==> config.mk <==
export PLATFORM = sky130hd
export DESIGN_NAME = mem_access
export DESIGN_NICKNAME = d
export VERILOG_FILES = /design/src/rtl/pipe_pkg.sv /design/src/rtl/load_align.sv /design/src/rtl/mem_access.sv
export SDC_FILE = /design/constraint.sdc
export NUM_CORES = 1
export LEC_CHECK = 0
export ABC_AREA = 1
export ABC_CLOCK_PERIOD_IN_PS = 1900
export CAP_MARGIN = 10
export CORE_UTILIZATION = 44
export CTS_CLUSTER_SIZE = 10
export DETAILED_ROUTE_END_ITERATION = 6
export GPL_TIMING_DRIVEN = 0
export HOLD_SLACK_MARGIN = 0.15
export PLACE_DENSITY = 0.82
export SYNTH_ARGS = -nofsm -noshare
export SYNTH_HDL_FRONTEND = slang
export SYNTH_SLANG_ARGS = --single-unit
==> constraint.sdc <==
create_clock -name clk -period 1.9 [get_ports clk]
set_input_delay 0.38 -clock clk [delete_from_list [all_inputs] [get_ports clk]]
set_output_delay 0.38 -clock clk [all_outputs]
set_load 0.1 [all_outputs]
==> src/rtl/pipe_pkg.sv <==
// Shared types and helpers for the memory stage.
// Lane/byte-enable rules live here so the stage and its aligner agree.
package pipe_pkg;

    typedef enum logic [1:0] {
        MEM_B = 2'b00,
        MEM_H = 2'b01,
        MEM_W = 2'b10
    } mem_size_t;

    typedef enum logic [1:0] {
        IDLE   = 2'b00,
        REQ    = 2'b01,
        WAIT_R = 2'b10
    } lsu_state_t;

    function automatic mem_size_t to_size(input logic [1:0] s);
        mem_size_t r;
        unique case (1'b1)
            s == 2'b00: r = MEM_B;
            s == 2'b01: r = MEM_H;
            default:    r = MEM_W;
        endcase
        return r;
    endfunction

    function automatic logic [3:0] be_of(input mem_size_t s,
                                         input logic [1:0] off);
        logic [3:0] r;
        unique case (1'b1)
            s == MEM_B: r = 4'b0001 << off;
            s == MEM_H: r = 4'b0011 << off;
            default:    r = 4'b1111;
        endcase
        return r;
    endfunction

    function automatic logic [31:0] wdata_rep(input mem_size_t s,
                                              input logic [31:0] d);
        logic [31:0] r;
        unique case (1'b1)
            s == MEM_B: r = {4{d[7:0]}};
            s == MEM_H: r = {2{d[15:0]}};
            default:    r = d;
        endcase
        return r;
    endfunction

    function automatic logic misaligned(input mem_size_t s,
                                        input logic [1:0] off);
        logic r;
        unique case (1'b1)
            s == MEM_H: r = off[0];
            s == MEM_W: r = |off;
            default:    r = 1'b0;
        endcase
        return r;
    endfunction

endpackage

==> src/rtl/load_align.sv <==
// Load data aligner: picks the addressed lane and extends it.
// Purely combinational; fed from the latched request offset.
module load_align
    import pipe_pkg::*;
(
    input  logic [31:0] rdata,
    input  logic [1:0]  off,
    input  mem_size_t   size,
    input  logic        is_unsigned,
    output logic [31:0] data
);

    logic [7:0]  b;
    logic [15:0] h;

    always_comb begin
        b    = rdata[8*off +: 8];
        h    = off[1] ? rdata[31:16] : rdata[15:0];
        data = rdata;
        unique case (1'b1)
            size == MEM_B: data = {{24{b[7] & ~is_unsigned}}, b};
            size == MEM_H: data = {{16{h[15] & ~is_unsigned}}, h};
            default:       data = rdata;
        endcase
    end

endmodule

==> src/rtl/mem_access.sv <==
// Memory stage: issues data-bus requests for loads/stores and
// registers the writeback entry behind a valid/ready handshake.
module mem_access
    import pipe_pkg::*;
#(
    parameter int XLEN   = 32,
    parameter int REG_AW = 5
) (
    input  logic              clk,
    input  logic              rst_n,
    input  logic              in_valid,
    output logic              in_ready,
    input  logic              in_is_load,
    input  logic              in_is_store,
    input  logic [1:0]        in_size,
    input  logic              in_unsigned,
    input  logic [XLEN-1:0]   in_addr,
    input  logic [XLEN-1:0]   in_wdata,
    input  logic [REG_AW-1:0] in_rd_ind,
    input  logic [XLEN-1:0]   in_rd_dat,
    output logic              out_valid,
    input  logic              out_ready,
    output logic [REG_AW-1:0] out_rd_ind,
    output logic [XLEN-1:0]   out_rd_dat,
    output logic              out_misalign,
    output logic              dmem_req,
    output logic              dmem_we,
    output logic [3:0]        dmem_be,
    output logic [XLEN-1:0]   dmem_addr,
    output logic [XLEN-1:0]   dmem_wdata,
    input  logic              dmem_gnt,
    input  logic              dmem_rvalid,
    input  logic [XLEN-1:0]   dmem_rdata
);

    lsu_state_t        state;
    logic              l_load;
    mem_size_t         l_size;
    logic              l_uns;
    logic [1:0]        l_off;
    logic [REG_AW-1:0] l_rd;

    mem_size_t   sz;
    logic        accept;
    logic        is_mem;
    logic        mis;
    logic        done;
    logic [31:0] ld_dat;

    assign sz       = to_size(in_size);
    assign in_ready = rst_n && (state == IDLE) && (!out_valid || out_ready);
    assign accept   = in_valid && in_ready;
    assign is_mem   = in_is_load || in_is_store;
    assign mis      = misaligned(sz, in_addr[1:0]);

    load_align u_align (
        .rdata       (dmem_rdata),
        .off         (l_off),
        .size        (l_size),
        .is_unsigned (l_uns),
        .data        (ld_dat)
    );

    // rvalid before the grant is not a response to our request
    always_comb begin
        done = 1'b0;
        unique case (state)
            REQ:     done = dmem_gnt && (!l_load || dmem_rvalid);
            WAIT_R:  done = dmem_rvalid;
            default: done = 1'b0;
        endcase
    end

    always_ff @(posedge clk or negedge rst_n) begin
        if (!rst_n) begin
            state        <= IDLE;
            l_load       <= 1'b0;
            l_size       <= MEM_B;
            l_uns        <= 1'b0;
            l_off        <= '0;
            l_rd         <= '0;
            out_valid    <= 1'b0;
            out_rd_ind   <= '0;
            out_rd_dat   <= '0;
            out_misalign <= 1'b0;
            dmem_req     <= 1'b0;
            dmem_we      <= 1'b0;
            dmem_be      <= '0;
            dmem_addr    <= '0;
            dmem_wdata   <= '0;
        end else begin
            if (out_valid && out_ready)
                out_valid <= 1'b0;
            unique case (state)
                IDLE: begin
                    if (accept && is_mem && !mis) begin
                        state      <= REQ;
                        l_load     <= in_is_load;
                        l_size     <= sz;
                        l_uns      <= in_unsigned;
                        l_off      <= in_addr[1:0];
                        l_rd       <= in_rd_ind;
                        dmem_req   <= 1'b1;
                        dmem_we    <= !in_is_load;
                        dmem_be    <= be_of(sz, in_addr[1:0]);
                        dmem_addr  <= {in_addr[XLEN-1:2], 2'b00};
                        dmem_wdata <= wdata_rep(sz, in_wdata);
                    end else if (accept) begin
                        out_valid    <= 1'b1;
                        out_misalign <= is_mem;
                        out_rd_ind   <= is_mem ? '0 : in_rd_ind;
                        out_rd_dat   <= is_mem ? '0 : in_rd_dat;
                    end
                end
                REQ: begin
                    if (dmem_gnt) begin
                        dmem_req <= 1'b0;
                        state    <= done ? IDLE : WAIT_R;
                    end
                end
                WAIT_R: begin
                    if (dmem_rvalid)
                        state <= IDLE;
                end
                default: state <= IDLE;
            endcase
            if (done) begin
                out_valid    <= 1'b1;
                out_misalign <= 1'b0;
                out_rd_ind   <= l_load ? l_rd : '0;
                out_rd_dat   <= l_load ? ld_dat : '0;
            end
        end
    end

endmodule

# Yosys cells after proc, flatten, opt, wreduce, memory -nomap -nowiden

Cells that the tools add are included.

Flip-flop bits (word level): 120
Bits of input ports: 144
Output and inout bits: 110
Logic and storage cells: 93

Equality and inequality tests: 10
Shift operators: 3
Mux-type cells: 36
Bitwise operators: 3
Reduce and logical (&&, ||, !) cells: 26

Operators with widths:

| operator                                            | number |
|---|---|
| two-way mux 32 bit                                  | 6 |
| case mux 32 bit (2 select lines)                    | 2 |
| indexed part select 32 x 6 -> 8 bit                 | 1 |
| two-way mux 5 bit                                   | 6 |
| two-way mux 16 bit                                  | 1 |
| two-way mux 1 bit                                   | 11 |
| AND reduction 3 bit                                 | 3 |
| equality test 2 x 1 -> 1 bit, second input constant | 4 |
| logical NOT 2 bit                                   | 4 |
| two-way mux 2 bit                                   | 4 |
| case mux 4 bit (2 select lines)                     | 1 |
| logical AND 1 bit                                   | 7 |
| != test 2 bit, second input constant                | 3 |
| case mux 1 bit (2 select lines)                     | 3 |
| case mux 2 bit (3 select lines)                     | 1 |
| nonzero test 2 bit                                  | 3 |
| equality test 2 bit, second input constant          | 2 |
| logical NOT 1 bit                                   | 4 |
| case mux 2 bit (2 select lines)                     | 1 |
| << shifter 1 x 2 -> 4 bit, first input constant     | 1 |
| << shifter 2 x 2 -> 4 bit, first input constant     | 1 |
| logical OR 1 bit                                    | 3 |
| AND 1 bit                                           | 2 |
| != test 2 x 1 -> 1 bit, second input constant       | 1 |
| 3 further kinds                                     | 3 |

# Longest topological paths before layout

Depth in word-level cells: 9
Mapped depth: 12
Depth with buffers taken out: 11

# Hierarchy

A second synthesis with hierarchy kept.

Cell total of the unflattened synthesis: 872
Area, all modules: 6442.4 um2

Modules (own cells, without submodules):

| module     | times used | cells an instance | area each (um2) | sequential area each (um2) |
|---|---|---|---|---|
| mem_access | 1          | 718               | 5617.9          | 3002.9 |
| load_align | 1          | 154               | 824.5           | 0.0 |

# Worst setup path before layout

OpenSTA, ideal clock, no wires.

Kind: reg2out
Start point: register out_valid
End point: output port in_ready
Arrival: 1.621 ns
Required time: 1.520 ns
Setup slack: -0.101 ns
Stages on the path, launching flop included: 4
Buffers on the path: 0
Path through: dfrtp_1 -> nand2_1 -> nand2_1 -> inv_1

Cells in the longest elaborated chain, start to end: 3

RTL lines:

| element                | line              | RTL |
|---|---|---|
| from (decl)            | mem_access.sv:21  | `output logic out_valid,` |
| from (signal assigned) | mem_access.sv:82  | `out_valid <= 1'b0;` |
| from (signal assigned) | mem_access.sv:93  | `out_valid <= 1'b0;` |
| from (signal assigned) | mem_access.sv:109 | `out_valid <= 1'b1;` |
| logical NOT 1 bit      | mem_access.sv:51  | `assign in_ready = rst_n && (state == IDLE) && (!out_valid \|\| out_ready);` |
| logical OR 1 bit       | mem_access.sv:51  |  |
| logical AND 1 bit      | mem_access.sv:51  |  |
| to (decl)              | mem_access.sv:12  | `output logic in_ready,` |

Every way passes these cells.

# Worst setup path after layout

Start point: register state[1]
End point: register dmem_be[1]

Cells in the longest elaborated chain, start to end: 7

RTL lines:

| element                                  | line                               | RTL |
|---|---|---|
| from (decl)                              | mem_access.sv:36                   | `lsu_state_t state;` |
| from (signal assigned)                   | mem_access.sv:118                  | `state <= done ? IDLE : WAIT_R;` |
| logical NOT 2 bit (*)                    | mem_access.sv:51, mem_access.sv:94 |  |
| logical AND 1 bit (2 in a row)           | mem_access.sv:51                   |  |
| logical AND 1 bit                        | mem_access.sv:52                   | `assign accept = in_valid && in_ready;` |
| logical AND 1 bit (2 in a row)           | mem_access.sv:96                   | `if (accept && is_mem && !mis) begin` |
| AND reduction 2 bit (no source line) (*) | n/a                                |  |
| to (signal assigned)                     | mem_access.sv:105                  | `dmem_be <= be_of(sz, in_addr[1:0]);` |
| to (decl)                                | mem_access.sv:28                   | `output logic [3:0] dmem_be,` |

Every way passes the cells marked *; elsewhere a longest branch is shown, timed or not.
A chain may end at the register's enable or synchronous reset.

==> results_tabular.tex <==
\begin{tabular}{lr}
\hline
Metric & Value \\
\hline
\multicolumn{2}{l}{\textbf{Floorplanning}} \\
\quad Die Footprint & $\sim$0.015 mm² \\
\quad DIE HEIGHT & between 100 and 150 µm \\
\quad Starting utilization of the core area & between 40\% and 50\% \\
\quad Area of the core & roughly 0.013 mm² \\
\quad Number of placement rows & 42 \\
\quad Die Width & roughly 120 µm \\
\quad I/O pin count & roughly 250 \\
\multicolumn{2}{l}{\textbf{Clock network}} \\
\quad Clock tree root driver cell & sky130\_fd\_sc\_hd\_\_clkbuf\_16 \\
\quad Clock Sinks & 120 \\
\quad TritonCTS Buffers & 17 \\
\quad CTS tree & built \\
\quad Worst-Skew Late Latency & $\sim$420 ps \\
\quad Depth of the CTS H-tree & 4 \\
\quad Buffer depth of the longest clock path & 2 \\
\quad Clock slew at the register clock pins of the worst setup and hold paths & roughly 50 ps \\
\multicolumn{2}{l}{\textbf{Drt}} \\
\quad Met3 layer wire length in the routed design & between 2 and 2.5 mm \\
\quad Final routed wire length divided by cell count & 17.3 µm \\
\quad Detailed-routing wirelength on met1 & 8.70 mm \\
\quad DRC Markers & 0 \\
\quad Vias per inst & about 5.2 \\
\quad Overall routed net length & about 23 mm \\
\quad Total via count in the routed design & roughly 7,000 \\
\quad First-pass DRT Iterations & 6 \\
\quad Initial drt markers & between 500 and 600 \\
\quad Met2 Routed Length & 11.3 mm \\
\quad Highest routing layer actually used & met4 \\
\quad Detail Route Antenna Nets & 0 \\
\multicolumn{2}{l}{\textbf{Hold path}} \\
\quad Number of cells traversed by the worst hold path & 2 \\
\quad Worst Hold Endpoint & dmem\_addr[10] \\
\quad Class of the tightest hold or removal check & flip-flop to flip-flop \\
\quad Startpoint of the most critical hold path & dmem\_addr[10] \\
\multicolumn{2}{l}{\textbf{Global route}} \\
\quad Tot GR Track Use & approximately 31\% \\
\quad Largest net degree at the start of global routing & approximately 40 \\
\quad First-pass GRT wire length & around 34 mm \\
\quad Via count of the first global-routing pass & between 6,000 and 7,000 \\
\quad Initial antenna violation count & 0 \\
\quad Total congestion overflow after global routing & 0 \\
\multicolumn{2}{l}{\textbf{Place}} \\
\quad Port buffer count & roughly 250 \\
\quad Final Wtd Congestion & between 0.9 and 1 \\
\quad Number of placed instances with taps included & about 1,300 \\
\quad Hpwl dp & 15.6 mm \\
\multicolumn{2}{l}{\textbf{Cells and area}} \\
\quad Final layout net count & roughly 1,300 \\
\quad Area added between synthesis and finish & 68.3\% \\
\quad Diode count & 0 \\
\quad Fraction of final layout cells sized beyond drive strength 1 & between 20 and 25\% \\
\quad Most common library cell in the layout ignoring fill and taps & sky130\_fd\_sc\_hd\_\_nand2\_1 \\
\quad Commonest cells after routing, fill and taps aside & sky130\_fd\_sc\_hd\_\_nand2\_1, sky130\_fd\_sc\_hd\_\_clkdlybuf4s50\_1, sky130\_fd\_sc\_hd\_\_dfrtp\_1 \\
\quad Final Instance Count excl. Fillers & 1,334 \\
\multicolumn{2}{l}{\textbf{Synth}} \\
\quad Synthesized cell area & about 0.006 mm² \\
\quad Count of synthesis-stage warnings from yosys & 0 \\
\quad Share of synthesized area occupied by flip-flops and latches & approximately 49\% \\
\quad Share of the synthesized area in the top cell type & roughly half \\
\quad Post-Synthesis Cells & 850 \\
\quad Flip-flop and latch count after synthesis & 120 \\
\quad Top cells by area, synth & sky130\_fd\_sc\_hd\_\_dfrtp\_1, sky130\_fd\_sc\_hd\_\_nand2\_1, sky130\_fd\_sc\_hd\_\_nor2\_1 \\
\quad Dominant cell type by area after synthesis & sky130\_fd\_sc\_hd\_\_dfrtp\_1 \\
\quad Mean instance size in the synthesized netlist & around 7.3 µm² \\
\quad Distinct cells, synth & 32 \\
\multicolumn{2}{l}{\textbf{Worst setup path}} \\
\quad Arrival time reported for the critical path endpoint & around 2200 ps \\
\quad Crit path max-delay cell type & sky130\_fd\_sc\_hd\_\_dfrtp\_1 \\
\quad R2r setup slk & -50 ps \\
\quad Endpoint of the worst register-to-register path & dmem\_be[1] \\
\quad Max incr delay on CP & 420 ps \\
\quad Buffers plus inverters on the worst setup path & 5 \\
\quad Crit Path Class & flip-flop to flip-flop \\
\quad Required time of the worst setup path & roughly 2200 ps \\
\quad Startpoint type of the worst setup path & flip-flop \\
\quad Cell family with the largest share of critical-path delay & buffers and inverters \\
\quad CP max FO & 9 \\
\quad Critical Path, Cell by Cell & inv\_2 > ha\_4 > nand2\_2 > inv\_2 > nand2\_4 > nor2\_4 > buf\_6 > nand4\_4 > buf\_12 > clkbuf\_16 > nand2\_2 > o21ai\_1 \\
\quad Number of logic stages on the critical path including buffering & 12 \\
\quad Startpoint of the most critical register-to-register path & state[1] \\
\quad R2R depth & 12 \\
\quad Capturing element type of the critical path & flip-flop \\
\multicolumn{2}{l}{\textbf{Run status}} \\
\quad Violations in the final reports & setup timing \\
\quad Run status & finished with violations \\
\multicolumn{2}{l}{\textbf{Timing}} \\
\quad Final critical-path required period & approximately 2000 ps \\
\quad Highest clock rate & 512 MHz \\
\quad Worst slew margin relative to its limit & 58.6\% \\
\quad Final number of setup-violating endpoints & 37 \\
\quad Worst-case clock skew & between 7 and 8 ps \\
\quad Final worst path period share & 103\% \\
\quad Slew @ Worst Pin & 622 ps \\
\quad Final hold violations & 0 \\
\quad Smallest setup slack after layout & -52.7 ps \\
\quad Final Max Slew Viols & 0 \\
\quad Unrepaired setup endpoints after global routing & yes \\
\multicolumn{2}{l}{\textbf{Flow run}} \\
\quad Number of max-capacitance violations reported & 0 \\
\hline
\end{tabular}
-- state kept, by name (all words and copies together), names as in the netlist, 4 cells and up --
register and flops:
dmem_wdata 32, out_rd_dat 32, dmem_addr 30, l_rd 5
out_rd_ind 5, dmem_be 4
-- routing by layer --
| metal | global-route usage, % | vias to the layer above |
|---|---|---|
| li1 | - | 3263 |
| met1 | 36.7 | 3267 |
| met2 | 51.6 | 385 |
| met3 | 10.6 | 54 |
| met4 | 11.3 | 0 |
| met5 | 0 | - |
-- repair_timing --
item                                    in CTS  in global routing
gates cloned                                 2                  7
endpoints found under the setup margin     225                121
resized for setup                          359                109
endpoints found under the hold margin       40                  0
hold buffers                                 6                  0
setup buffers                                2                  6
pin swaps                                    2                  7
-- how the worst max path moves through the flow --
stage,endpoint,slack (ps),startpoint
global placement,in_ready,-5110,rst_n
floorplan,dmem_be[0],150,state[0]
global route,dmem_be[1],-130,state[1]
CTS,out_rd_dat[13],-50,state[1]
finish,dmem_be[1],-50,state[1]
detailed placement,in_ready,-1170,rst_n
-- final cells by class --
class,instances,area (µm²)
well taps,176,220
plain buffers,47,389
fillers,945,3070
multi-input cells,626,2910
clock inverters,9,100
clock buffers,23,458
repair buffers,275,3070
flip-flops and latches,120,3000
inverters,58,239
-- worst min-delay path: stages (launching register included) --
cell                      delay, ps
sky130_fd_sc_hd__dfrtp_1        340
sky130_fd_sc_hd__nand2_1         50
sky130_fd_sc_hd__nand2_1         60
-- kinds of logic (layout without fill, tap and decap cells) --
family,Yosys count,in the layout,synth area share (%)
other cells,1,2,0.0608
simple gates,466,466,30.3
buf+inv,105,412,7.48
flops,120,120,48.7
compound gates,154,154,12.7
fa+ha+maj,4,4,0.811
-- Yosys cell counts, drive strengths merged --
cell type / instances
o21ai: 92
or2: 1
conb: 1
ha: 4
clkinv: 2
dfrtp: 120
buf: 30
nand4: 3
nand3: 31
o21a: 1
a21oi: 59
inv: 56
nand2: 327
o31ai: 1
clkbuf: 17
o211ai: 1
nor2: 104
-- metrics by stage --
| step | worst slack [ps] | TNS, ps | cell area (µm²) | hold WS (ps) | utilization (%) |
|---|---|---|---|---|---|
| after floorplan | 146 | 0 | 6180 | 84.4 | - |
| after global placement | -5110 | -1077260 | 8910 | 460 | 66.2 |
| after detailed placement | -1170 | -70630 | 8940 | 326 | 66.5 |
| after CTS | -45.5 | -287 | 9870 | 480 | 73.4 |
| after global routing | -129 | -6320 | 10400 | 493 | 77.2 |
| final | -52.7 | -577 | 10400 | 476 | 77.2 |
Power is left out: the tool's default activity adds up to more than one toggle a clock period on the data nets, which glitch-free logic cannot reach.
==> edit 1, RTL diff (config.mk and constraints unchanged) <==
Change the parameter `REG_AW` from 5 to 6.
--- a/src/rtl/mem_access.sv
+++ b/src/rtl/mem_access.sv
@@ -5,5 +5,5 @@
 #(
     parameter int XLEN   = 32,
-    parameter int REG_AW = 5
+    parameter int REG_AW = 6
 ) (
     input  logic              clk,
Interface: changed (resized in_rd_ind and out_rd_ind); port bits go from 254 to 256. The function was not compared with the original's and may differ.
==> edit 1 against the original RTL <==
- the flow finishes with violations (hold timing)
- count of clock-buffer cells in the layout did not move
- area after synthesis grew 1.4%
- setup slack improved by 0.057 ns
- final area decreased by 3.8%
- highest routed layer unchanged
- routed wire length decreased by 3.8%
- sequential cell count rose by 2
- critical endpoint is now in_ready
Power is left out: the tool's default activity adds up to more than one toggle a clock period on the data nets, which glitch-free logic cannot reach.
==> edit 1: results (changes against the original RTL) <==
Parameter                              Value

Status
  Outcome    finished, violations left
  Violations in the final reports    hold timing

GRT
  Global Route Usage Sum    30.7% (-0.20 points)
  Via count of the first global-routing pass    6585 (-0.56%)
  Wire length of the first global-routing pass    33800 um (-1.3%)
  Initial antenna violation count    1 (+1)
  Maximum number of pins on one net before global-route repair    65 (+59%)

Cells and area
  Layout cells sized above 1    19.3% (-3.9 points)
  Area growth syn-to-layout    59.7%
  Number of nets in the finished design    1300 (+0.54%)
  # fillers    1097 (+16%)

Place
  Placer's final routability congestion estimate    0.926 (+0.38%)
  Total placed instance area    9050 sq um (+1.2%)
  Port Buffer Count    253 (+0.80%)
  Post-detail-place hpwl    15700 um (+0.54%)

Worst setup path
  Arrival time worst endpoint    1.52 ns (-0.72 ns)
  Slowest-stage cell, CP    dfrtp_1
  Start of the worst register-to-register path    state[0]
  Peak fanout along the critical path    4 (-5)
  Worst reg2reg path endpoint    dmem_we
  Flop2flop setup slack    0.09 ns (+0.14 ns)
  Largest stage delay on the critical path    0.39 ns (-0.03 ns)

Drt
  First-iteration detailed-routing DRC count    479 (-17%)
  First-pass iteration count of the detailed router    5 (-1)
  Via count    6866 (-1.5%)
  Sum of routed wire length over all layers    22200 um (-3.8%)

Hold path
  Hold/Removal Path Class    input pin to asynchronous set/reset pin

Yosys
  Async set-reset flop share out of synthesis    100% (unchanged)
  Dominant register cell in the synthesized netlist    dfrtp_1
  Cell types with the highest counts after synthesis    nand2_1, dfrtp_1, nor2_1
  Post-synthesis cell type count    29 (-9.4%)
  Sequential element share of the synthesized area    48.8% (+0.14 points)

STA
  Worst clock skew on the final layout    0.00546 ns (-0.00205 ns)
  Worst Hold Margin    -0.150 ns (-0.626 ns)
  Final count of hold timing violations    62 (+62)
edit 1: cell types whose count changed after synthesis, sizes merged, moves of 2 or more:
cell    delta
nand2      +5
a21oi      +2
buf        -2
clkbuf     +2
dfrtp      +2
o21ai      +2
edit 1: worst max path at each step:
stage	start	end	slack [ns]	depth (start not counted)
2_1_floorplan	out_valid	in_ready	0.15	3
6_report	state[0]	in_ready	0.005	7
4_1_cts	state[1]	in_ready	-0.04	7
3_5_place_dp	rst_n	in_ready	-1.27	7
5_1_grt	state[0]	in_ready	-0.05	7
3_3_place_gp	rst_n	in_ready	-5.19	6
edit 1: metrics by stage:
step,cells,worst slack (ns)
final,1344,0.00472
after global routing,1344,-0.0500
after CTS,1329,-0.0413
after detailed placement,1296,-1.27
after global placement,1295,-5.19
after floorplan,862,0.155
edit 1: metal layers:
layer  vias up  wire [um]  share of wire, %  GRT usage, %
met3        56       2180               9.8          9.30
met1      3171       8600                39          36.4
li1       3282          -                 -             -
met2       357      10700                48          51.7
met5         -          0                 0             0
met4         0        690               3.1          12.4
edit 1: what timing repair did:
action	in CTS	in global routing
pin swaps	2	5
setup endpoints to repair	228	116
cloned	1	0
buffers inserted	1	14
hold endpoints to repair	62	62
resized for setup	359	26
edit 1: cell type report:
| cell class | count | share of cell area, % |
|---|---|---|
| clock buffers | 23 | 4.78 |
| plain buffers | 47 | 2.94 |
| diodes | 1 | 0.0250 |
| well taps | 180 | 2.25 |
| inverters | 59 | 2.35 |
| multi-input cells | 634 | 28.0 |
| repair buffers | 270 | 28.7 |
| clock inverters | 8 | 0.463 |
| flip-flops and latches | 122 | 30.6 |
edit 1: cell families after synthesis:
group / synth area share (%)
simple gates: 30.1
compound gates: 12.7
flops: 48.8
buf+inv: 7.58
fa+ha+maj: 0.800
other cells: 0.0599
==> edit 2, RTL diff (same flow settings) <==
Made on the original files. Encoding of `lsu_state_t`: now one-hot (3 bits for 3 states).
--- a/src/rtl/pipe_pkg.sv
+++ b/src/rtl/pipe_pkg.sv
@@ -9,8 +9,8 @@
     } mem_size_t;
 
-    typedef enum logic [1:0] {
-        IDLE   = 2'b00,
-        REQ    = 2'b01,
-        WAIT_R = 2'b10
+    typedef enum logic [2:0] {
+        IDLE   = 3'b001,
+        REQ    = 3'b010,
+        WAIT_R = 3'b100
     } lsu_state_t;
 
Formal check against the unedited RTL: no difference found for any inputs over 4 cycles, from zero or initial values and one cycle with rst_n low; so few cycles prove little.
==> edit 2 against the original RTL <==
- final area down 4.3%
- area after synthesis unchanged
- sequential cell count up 1
- register-to-register slack better by 0.14 ns
- routed wire length down 5.5%
- synthesized cell count down 0.12%
- core utilization down 3.3 points
- setup slack better by 0.10 ns
==> edit 2: results (changes against the original RTL) <==
Parameter                              Value

Power
  Total power of the final layout    20.5 mW
  Reported combinational group power    12.8 mW
  Switching share of total power    58.1%
  Leakage power of the design    4.95 nW
  Power in the clock group    3.32 mW
  Worst-case vdd ir drop    0.00172 V

Drt
  First-pass iteration count of the detailed router    5 (-1)
  First-iteration detailed-routing DRC count    412 (-28%)
  Via-per-instance ratio    5.09 (-2.5%)
  Wirelength per Cell    16.5 um (-4.6%)

Place
  Pre-CTS setup slack    -1.11 ns (+0.0619 ns)
  Post-detail-place hpwl    15500 um (-1.0%)
  Port Buffer Count    251 (unchanged)
  Total placed instance area    9000 sq um (+0.66%)
  Placer's final routability congestion estimate    0.900 (-2.5%)

Worst setup path
  Worst reg2reg path endpoint    dmem_wdata[19]
  Flop2flop setup slack    0.09 ns (+0.14 ns)
  Critical Path Sink    in_ready
  Arrival time worst endpoint    1.47 ns (-0.77 ns)
  Peak fanout along the critical path    4 (-5)
  Depth of the most critical reg-to-reg path    10 (-2)
  Source of the critical timing path    state[0]

Status
  Outcome    complete, no violations

Cells and area
  Cell Count, Final, Fillers Out    1321 (-0.97%)
  Largest regs    dmem_wdata (32), out_rd_dat (32), dmem_addr (30)
  Layout cells sized above 1    19.0% (-4.2 points)

Yosys
  Arithmetic-cell share of the synthesized area counting full adders, half adders and majority gates    0% (-0.81 points)
  Cell types with the highest counts after synthesis    nand2_1, dfrtp_1, nor2_1
  Xor/xnor share of the synthesized area    0% (unchanged)
  Yosys warning count    0 (unchanged)
  Mean post-synth cell area    7.27 sq um (+0.12%)
  Async set-reset flop share out of synthesis    100% (unchanged)
  Share of synthesized area spent on multiplexers    0% (unchanged)
  Top post-synthesis cells by area    dfrtp_1, nand2_1, nor2_1, o21ai_0, a21oi_1
  Sequential element share of the synthesized area    49.1% (+0.43 points)
  Dominant register cell in the synthesized netlist    dfrtp_1
  Post-synthesis cell type count    33 (+3.1%)
  Fraction of the mapped netlist area in compound gates    9.08% (-3.6 points)

GRT
  Initial antenna violation count    1 (+1)
  Maximum number of pins on one net before global-route repair    50 (+22%)
  Via count of the first global-routing pass    6568 (-0.82%)
  Global Route Usage Sum    30.2% (-0.71 points)
  Wire length of the first global-routing pass    33300 um (-2.7%)

Hold path
  Hold-critical path endpoint    dmem_addr[5]
  Hold path depth    2 (unchanged)
  Worst min-delay path startpoint    dmem_addr[5]

Clocking
  Number of CTS-inserted buffers    17 (unchanged)
  Max clock buf depth    2 (unchanged)
  Clock-pin slew of the registers on the worst-case setup and hold paths    0.05 ns (about the same)
  Maximum level of the CTS H-tree    4 (unchanged)

STA
  Worst clock skew on the final layout    0.00870 ns (+0.00119 ns)
  Worst slew margin relative to its limit    53.8% (-4.8 points)
  Post-Route Setup TNS    0 ns (+0.577 ns)
  Worst Hold Margin    0.471 ns (-0.00580 ns)
==> edit 2: routing by layer <==
metal / share of wire (%) / vias to the layer above / track usage, % / wire (um)
met5: 0 / - / 0 / 0
met4: 2.4 / 0 / 9.95 / 514
met3: 10 / 43 / 11.9 / 2260
met2: 49 / 315 / 52.2 / 10800
met1: 38 / 3174 / 33.8 / 8220
li1: - / 3194 / - / -
==> edit 2: worst max-delay path, stage by stage (launching register included) <==
cell	delay [ns]
dfstp_2	0.56
nand3_2	0.14
nor2_4	0.15
buf_8	0.21
==> edit 2: final cells by class <==
type,count,area (sq um)
multi-input combinational,644,2730
clock inverter,8,118
timing repair buffer,262,2860
antenna,1,2.50
fill,1039,3520
inverter,42,166
sequential,121,3030
clock buffer,24,482
tap,176,220
buffer,43,323
==> edit 2: timing repair <==
action,in CTS,in global routing
cloned,1,1
setup buffers,0,1
setup endpoints to repair,163,17
gates resized for setup,329,10
endpoints found under the hold margin,72,48
